## config.mk

```make
export PLATFORM = sky130hd
export DESIGN_NAME = ampm_clock_display_flat
export DESIGN_NICKNAME = d
export VERILOG_FILES = /design/src/rtl/ampm_clock_display_if.sv /design/src/rtl/ampm_clock_display.sv /design/src/flat_wrapper.sv
export SDC_FILE = /design/constraint.sdc
export NUM_CORES = 1
export LEC_CHECK = 0
export CAP_MARGIN = 40
export CORE_ASPECT_RATIO = 2
export CORE_MARGIN = 3
export CORE_UTILIZATION = 45
export CTS_CLUSTER_DIAMETER = 120
export DETAILED_ROUTE_END_ITERATION = 12
export HOLD_SLACK_MARGIN = 0.08
export SLEW_MARGIN = 40
export SYNTH_ARGS = -nofsm -noshare
export SYNTH_HDL_FRONTEND = slang
export SYNTH_SLANG_ARGS = --single-unit
```

## constraint.sdc

```tcl
create_clock -name clk -period 3.6 [get_ports clk]
set_input_delay 0.36 -clock clk [delete_from_list [all_inputs] [get_ports clk]]
set_output_delay 0.36 -clock clk [all_outputs]
set_load 0.05 [all_outputs]
```

## src/rtl/ampm_clock_display_if.sv

```systemverilog
// Control inputs and display/time outputs of the 12-hour AM/PM clock.
// The master drives the set controls; the slave (the clock) drives the display.
interface ampm_clock_display_if;
    logic       set_en;
    logic       hour_inc;
    logic       min_inc;
    logic [6:0] seg;
    logic [4:0] dig_sel;
    logic       colon;
    logic [3:0] hour;
    logic [5:0] minute;
    logic       pm;

    modport master (
        output set_en, hour_inc, min_inc,
        input  seg, dig_sel, colon, hour, minute, pm
    );

    modport slave (
        input  set_en, hour_inc, min_inc,
        output seg, dig_sel, colon, hour, minute, pm
    );
endinterface

```

## src/rtl/ampm_clock_display.sv

```systemverilog
// 12-hour time-of-day clock with AM/PM, button setting and a scanned
// five-digit seven-segment display (HH MM plus an A/P letter).
module ampm_clock_display #(
    parameter int unsigned CLK_DIV        = 50_000_000,
    parameter int unsigned SCAN_DIV       = 50_000,
    parameter bit          SEG_ACTIVE_LOW = 1'b0
) (
    input  logic                   clk,
    input  logic                   rst_n,
    ampm_clock_display_if.slave    bus
);

    localparam int unsigned PW = $clog2(CLK_DIV);
    localparam int unsigned SW = (SCAN_DIV > 1) ? $clog2(SCAN_DIV) : 1;
    localparam logic [PW-1:0] PRESC_MAX = PW'(CLK_DIV - 1);
    localparam logic [SW-1:0] SCAN_MAX  = SW'(SCAN_DIV - 1);

    localparam logic [6:0] SEG_BLANK = 7'b0000000;
    localparam logic [6:0] SEG_A     = 7'b1110111;
    localparam logic [6:0] SEG_P     = 7'b1100111;

    function automatic logic [6:0] f_seg(input logic [3:0] d);
        logic [6:0] s;
        case (d)
            4'd0:    s = 7'b1111110;
            4'd1:    s = 7'b0110000;
            4'd2:    s = 7'b1101101;
            4'd3:    s = 7'b1111001;
            4'd4:    s = 7'b0110011;
            4'd5:    s = 7'b1011011;
            4'd6:    s = 7'b1011111;
            4'd7:    s = 7'b1110000;
            4'd8:    s = 7'b1111111;
            4'd9:    s = 7'b1111011;
            default: s = SEG_BLANK;
        endcase
        return s;
    endfunction

    logic [PW-1:0] r_presc;
    logic [5:0]    r_sec;
    logic [5:0]    r_min;
    logic [3:0]    r_hour;
    logic          r_pm;
    logic          r_hinc_prev;
    logic          r_minc_prev;
    logic [SW-1:0] r_scan_cnt;
    logic [2:0]    r_idx;
    logic [6:0]    r_seg;
    logic [4:0]    r_dig;
    logic          r_colon;

    logic       w_tick;
    logic       w_hour_rise;
    logic       w_min_rise;
    logic [3:0] w_hour_next;
    logic       w_pm_flip;
    logic [5:0] w_min_next;
    logic [3:0] w_hour_ones;
    logic [3:0] w_min_tens;
    logic [3:0] w_min_ones;
    logic [6:0] w_seg;
    logic [4:0] w_dig;

    assign w_tick      = !bus.set_en && (r_presc == PRESC_MAX);
    assign w_hour_rise = bus.hour_inc && !r_hinc_prev;
    assign w_min_rise  = bus.min_inc && !r_minc_prev;
    assign w_hour_next = (r_hour == 4'd12) ? 4'd1 : r_hour + 4'd1;
    assign w_pm_flip   = (r_hour == 4'd11);
    assign w_min_next  = (r_min == 6'd59) ? 6'd0 : r_min + 6'd1;

    always_ff @(posedge clk or negedge rst_n) begin
        if (!rst_n) begin
            r_presc     <= '0;
            r_sec       <= 6'd0;
            r_min       <= 6'd0;
            r_hour      <= 4'd12;
            r_pm        <= 1'b0;
            r_hinc_prev <= 1'b1;
            r_minc_prev <= 1'b1;
        end else begin
            r_hinc_prev <= bus.hour_inc;
            r_minc_prev <= bus.min_inc;
            if (bus.set_en) begin
                // Setting freezes the seconds so counting restarts cleanly on exit.
                r_presc <= '0;
                r_sec   <= 6'd0;
                if (w_min_rise) begin
                    r_min <= w_min_next;
                end
                if (w_hour_rise) begin
                    r_hour <= w_hour_next;
                    if (w_pm_flip) begin
                        r_pm <= ~r_pm;
                    end
                end
            end else if (w_tick) begin
                r_presc <= '0;
                if (r_sec == 6'd59) begin
                    r_sec <= 6'd0;
                    r_min <= w_min_next;
                    if (r_min == 6'd59) begin
                        r_hour <= w_hour_next;
                        if (w_pm_flip) begin
                            r_pm <= ~r_pm;
                        end
                    end
                end else begin
                    r_sec <= r_sec + 6'd1;
                end
            end else begin
                r_presc <= r_presc + 1'b1;
            end
        end
    end

    always_ff @(posedge clk or negedge rst_n) begin
        if (!rst_n) begin
            r_scan_cnt <= '0;
            r_idx      <= 3'd0;
        end else if (r_scan_cnt == SCAN_MAX) begin
            r_scan_cnt <= '0;
            r_idx      <= (r_idx == 3'd4) ? 3'd0 : r_idx + 3'd1;
        end else begin
            r_scan_cnt <= r_scan_cnt + 1'b1;
        end
    end

    // Decimal split without dividers: hour is 1..12, minute 0..59.
    always_comb begin
        w_hour_ones = (r_hour >= 4'd10) ? 4'(r_hour - 4'd10) : r_hour;
        w_min_tens  = 4'd0;
        w_min_ones  = r_min[3:0];
        if (r_min >= 6'd50) begin
            w_min_tens = 4'd5;
            w_min_ones = 4'(r_min - 6'd50);
        end else if (r_min >= 6'd40) begin
            w_min_tens = 4'd4;
            w_min_ones = 4'(r_min - 6'd40);
        end else if (r_min >= 6'd30) begin
            w_min_tens = 4'd3;
            w_min_ones = 4'(r_min - 6'd30);
        end else if (r_min >= 6'd20) begin
            w_min_tens = 4'd2;
            w_min_ones = 4'(r_min - 6'd20);
        end else if (r_min >= 6'd10) begin
            w_min_tens = 4'd1;
            w_min_ones = 4'(r_min - 6'd10);
        end
    end

    always_comb begin
        w_seg = SEG_BLANK;
        case (r_idx)
            3'd0:    w_seg = (r_hour >= 4'd10) ? f_seg(4'd1) : SEG_BLANK;
            3'd1:    w_seg = f_seg(w_hour_ones);
            3'd2:    w_seg = f_seg(w_min_tens);
            3'd3:    w_seg = f_seg(w_min_ones);
            3'd4:    w_seg = r_pm ? SEG_P : SEG_A;
            default: w_seg = SEG_BLANK;
        endcase
    end

    assign w_dig = 5'b00001 << r_idx;

    always_ff @(posedge clk or negedge rst_n) begin
        if (!rst_n) begin
            r_seg   <= {7{SEG_ACTIVE_LOW}};
            r_dig   <= {5{SEG_ACTIVE_LOW}};
            r_colon <= SEG_ACTIVE_LOW;
        end else begin
            r_seg   <= w_seg ^ {7{SEG_ACTIVE_LOW}};
            r_dig   <= w_dig ^ {5{SEG_ACTIVE_LOW}};
            r_colon <= (bus.set_en | ~r_sec[0]) ^ SEG_ACTIVE_LOW;
        end
    end

    assign bus.seg     = r_seg;
    assign bus.dig_sel = r_dig;
    assign bus.colon   = r_colon;
    assign bus.hour    = r_hour;
    assign bus.minute  = r_min;
    assign bus.pm      = r_pm;

endmodule

```

## src/flat_wrapper.sv

```systemverilog
// flat-port wrapper written by rule: the top's interface ports become plain ports
module ampm_clock_display_flat 
#(
    parameter int unsigned CLK_DIV        = 50_000_000,
    parameter int unsigned SCAN_DIV       = 50_000,
    parameter bit          SEG_ACTIVE_LOW = 1'b0
)
  (clk, rst_n, bus_set_en, bus_hour_inc, bus_min_inc, bus_seg, bus_dig_sel, bus_colon, bus_hour, bus_minute, bus_pm);
  ampm_clock_display_if bus_i ();
  input  logic clk;
  input  logic rst_n;
  input wire logic [$bits(bus_i.set_en)-1:0] bus_set_en;
  input wire logic [$bits(bus_i.hour_inc)-1:0] bus_hour_inc;
  input wire logic [$bits(bus_i.min_inc)-1:0] bus_min_inc;
  output wire logic [$bits(bus_i.seg)-1:0] bus_seg;
  output wire logic [$bits(bus_i.dig_sel)-1:0] bus_dig_sel;
  output wire logic [$bits(bus_i.colon)-1:0] bus_colon;
  output wire logic [$bits(bus_i.hour)-1:0] bus_hour;
  output wire logic [$bits(bus_i.minute)-1:0] bus_minute;
  output wire logic [$bits(bus_i.pm)-1:0] bus_pm;
  assign bus_i.set_en = bus_set_en;
  assign bus_i.hour_inc = bus_hour_inc;
  assign bus_i.min_inc = bus_min_inc;
  assign bus_seg = bus_i.seg;
  assign bus_dig_sel = bus_i.dig_sel;
  assign bus_colon = bus_i.colon;
  assign bus_hour = bus_i.hour;
  assign bus_minute = bus_i.minute;
  assign bus_pm = bus_i.pm;
  ampm_clock_display #(.CLK_DIV(CLK_DIV), .SCAN_DIV(SCAN_DIV), .SEG_ACTIVE_LOW(SEG_ACTIVE_LOW)) u_core (.clk(clk), .rst_n(rst_n), .bus(bus_i));
endmodule
```

==> metrics.md <==
| Metric | Value |
|---|---|
| Status | finished clean |
| FF-to-FF setup slack | about 620 ps |
| Part of the cycle the worst path needs | 82.7% |
| Pwr Density | 663 nW/um2 |
| Met2 Wirelength | 5010 um |
| Yosys Warn Count | 0 |
| Fin. Hold Viols | 0 |
| Ports | 29 |
| CP Data Required Time | between 3000 and 4000 ps |
| Area leader, netlist | dfrtp_1 |
| Synthesized flop and latch total | between 70 and 80 |
| Total Power | roughly 3.5 mW |
| Kind of critical path | flop to flop |
| Clock network fraction of design power | around a quarter |
| Critical Path Sink | u_core.bus.seg[1]$_DFF_PN0_ |
| CTS tree | built |
| Vias | about 3500 |
| Pre-antenna DRT Iters | 4 |
| Post-synth top flop | dfrtp_1 |
| Max_cap viols | 0 |
| Std cell rows | 51 |
| Routed met1 length | 4140 um |
| Sw Pwr | ~1.5 mW |
| Worst r2r dst | u_core.bus.seg[1]$_DFF_PN0_ |
| Layout cells sized above 1 | approximately 8.3% |
| Area delta synth->final | 14.3% |
| Top-area cell type share of the netlist area | about two fifths |
| Syn Inst Count | 474 |
| Max Root-Sink Buffers | 2 |
| Largest cells by area after synthesis | dfrtp_1 (40%), ha_1 (10%), xor2_1 (5.7%) |
| Initial antenna violation count | 0 |
| Largest net degree at the start of global routing | 78 |
| Worst r2r src | u_core.bus.minute[0]$_DFFE_PN0P_ |
| # setup viols final | 0 |
| Largest fanout on the critical path | 12 |
| Post-synth EDFFs | 0 |
| Flop pwr share | between 30% and 40% |
| Clk pin slew, worst setup/hold paths | approximately 60 ps |
| CP Launch Point | u_core.bus.minute[0]$_DFFE_PN0P_ |
| Number of routed nets with antenna violations | 0 |
| Via/cell ratio | ~5.5 |
| CTS Buf Count | 9 |
| Comb pwr share | 44.6% |
| Core area | a little under 10000 um2 |
| Critical-path top delay cell | dfrtp_1 |
| Worst slack, placed | 676 ps |
| Slew @ Worst Pin | 705 ps |
| Gr usage total | approximately 18% |
| RD Place Congestion | around 0.86 |
| Routed Wire Length | 9750 um |
| H-tree depth | 3 |
| Sequential element share of the synthesized area | about 42% |
| Min Tclk post-route | ~3000 ps |
| Reg2Reg Depth | 9 |
| Root Buffer | clkbuf_16 |
| CP Data Arrival Time | 3180 ps |
| # hold bufs at CTS | 0 |
| First-pass GRT wire length | between 15000 and 20000 um |
| Final #Nets | around 540 |
| Setup_tns | 0 ps |
| Starting Density | a little under half |
| Post-CTS Resized | 0 |
| CP endpoint kind | flop |
| VDD IR max | 0.000637 V |
| Crit-path cells | inv_1 > ha_1 > o21ai_0 > a211oi_2 > o22ai_4 > xnor2_1 > inv_1 > ha_1 > o311ai_0 |
| GRT Residual Overflow | 0 |
| Leakage | roughly 2.4 nW |
| Filler cell count | slightly above 900 |
| Clk_skew | about 7.3 ps |
| HP Class | input pin to asynchronous set/reset pin |
| RSZ-0062 raised after global routing | no |
| Async SR Flop Fraction | 100% |
| Hold slack final | 42.6 ps |
| Worst Slack Setup Final | approximately 620 ps |
| Final Slew Violations | 0 |
| Wire length on met3 | between 200 and 300 um |
| Cell variety after synth | roughly 70 |
| Chip height | around 150 um |
| Drt drc | 0 |
| Vias in the first global route | approximately 3600 |
| Iter 0 DRT Violations | about 190 |
| Wirelength per Cell | 15.3 um |
| Commonest cells in the netlist | dfrtp_1 (73), nand2_1 (46), nor2_1 (46) |
| Clock Latency Late Sink | around 340 ps |
| Die X | between 70 and 80 um |
| Worst setup SP type | flop |
| Port Buffers | 28 |
| Synthesized cell area | 4600 um2 |
| Setup bufs post-CTS | 0 |
| Detailed-placement wirelength estimate | roughly 7100 um |
| Fmax | approximately 340 MHz |
| Internal | 1.98 mW |
| Sw Ratio | a little over two fifths |
| N_diodes | 0 |
| Headroom to the max-slew limit | around 53% |
| Top-count cell post-synth | dfrtp_1 |
| Crit-path max cell delay | 580 ps |
| Syn Area/Cell | roughly 9.7 um2 |
| DR top layer | met4 |
| Syn Nets | around 520 |
| Clock sink count | 77 |
| Area of the die | between 10000 and 15000 um2 |
-- cells in the final DEF (no fill, tap or decap), types with 3 or more instances in the layout --
cell type,netlist,routed
and2_1,4,4
nand4_2,3,3
clkbuf_16,0,9
inv_1,21,21
nand2b_1,5,5
mux2i_1,5,5
xor2_1,30,30
and4_1,4,4
nand3b_1,3,3
nor2_1,46,46
or3_1,5,5
ha_1,37,37
nand2_1,46,46
clkdlybuf4s50_1,0,27
o21ai_0,36,36
nand4_1,7,7
dfrtp_1,73,73
dfstp_2,4,4
nor3_1,5,5
xnor2_1,10,10
a221oi_1,3,3
nor2b_1,5,5
a31oi_1,5,5
nand3_1,20,20
and3_1,12,12
a211oi_1,3,3
a21oi_1,20,20
-- per-stage QoR --
step / cell area (um2) / cells / util [%]
after detailed placement: 4970 / 622 / 50.6
after floorplan: 4600 / 474 / -
final: 5250 / 638 / 53.5
after global placement: 4970 / 622 / 50.6
after CTS: 5250 / 638 / 53.5
after global routing: 5250 / 638 / 53.5
-- layer usage --
layer  track usage [%]  vias up
met2              31.7       59
met1              20.8     1700
met4              8.56        0
li1                  -     1716
met3              3.93       21
met5                 0        -
-- worst min-delay path by stage --
stage                                             endpoint  slack (ps)  cells past startpoint                           start
final                          u_core.bus.seg[0]$_DFF_PN0_          40                      1                           rst_n
after floorplan                 u_core.bus.colon$_DFF_PN0_          60                      0                           rst_n
after detailed placement  u_core.bus.minute[4]$_DFFE_PN0P_         440                      1                           rst_n
after CTS                      u_core.bus.seg[0]$_DFF_PN0_          90                      1                           rst_n
after global placement      u_core.r_scan_cnt[0]$_DFF_PN0_         440                      1  u_core.r_scan_cnt[0]$_DFF_PN0_
after global routing           u_core.bus.seg[0]$_DFF_PN0_         110                      1                           rst_n
-- logic make-up (layout without fill, tap and decap cells) --
| logic type | count (synthesis) | count (layout) | share of synthesized area (%) |
|---|---|---|---|
| simple gates | 184 | 184 | 21.5 |
| compound gates | 96 | 96 | 14.1 |
| flops | 77 | 77 | 42.0 |
| xor+xnor | 40 | 40 | 7.62 |
| fa+ha+maj | 37 | 37 | 10.1 |
| buf+inv | 34 | 66 | 3.38 |
| mux | 6 | 6 | 1.33 |
-- registers in the layout, summed over array words and instances, names as in the netlist --
name and count:
u_core.r_presc 26, u_core.r_scan_cnt 16, u_core.bus.seg 7, u_core.bus.minute 6, u_core.r_sec 6, u_core.bus.dig_sel 5, u_core.bus.hour 4, u_core.r_idx 3
u_core.bus.colon 1, u_core.bus.pm 1, u_core.r_hinc_prev 1, u_core.r_minc_prev 1
-- layout make-up --
type | count | area (um2) | share of cell area (%)
inverters | 21 | 78.8 | 1.50
clock buffers | 11 | 243 | 4.62
clock inverters | 5 | 35.0 | 0.667
multi-input cells | 363 | 2510 | 47.8
well taps | 132 | 165 | 3.14
repair buffers | 29 | 289 | 5.50
flip-flops and latches | 77 | 1930 | 36.8
-- critical path, delay by kind of cell (launching register included) --
kind,cells,cell delay [ps]
AOI/OAI and AO/OA,4,1260
DFF,1,580
adders and majority gates,2,470
buffers and inverters,2,320
xor gates and xnor gates,1,210
-- power groups by stage --
stage	Combinational, mW	Clock [mW]	Sequential, mW
2_1_floorplan	1.01	0	1.24
5_1_grt	1.72	0.899	1.11
3_5_place_dp	1.54	0	1.10
4_1_cts	1.55	0.867	1.09
3_3_place_gp	1.53	0	1.10
6_report	1.55	0.844	1.08
Power figures use the tool's default switching activity.
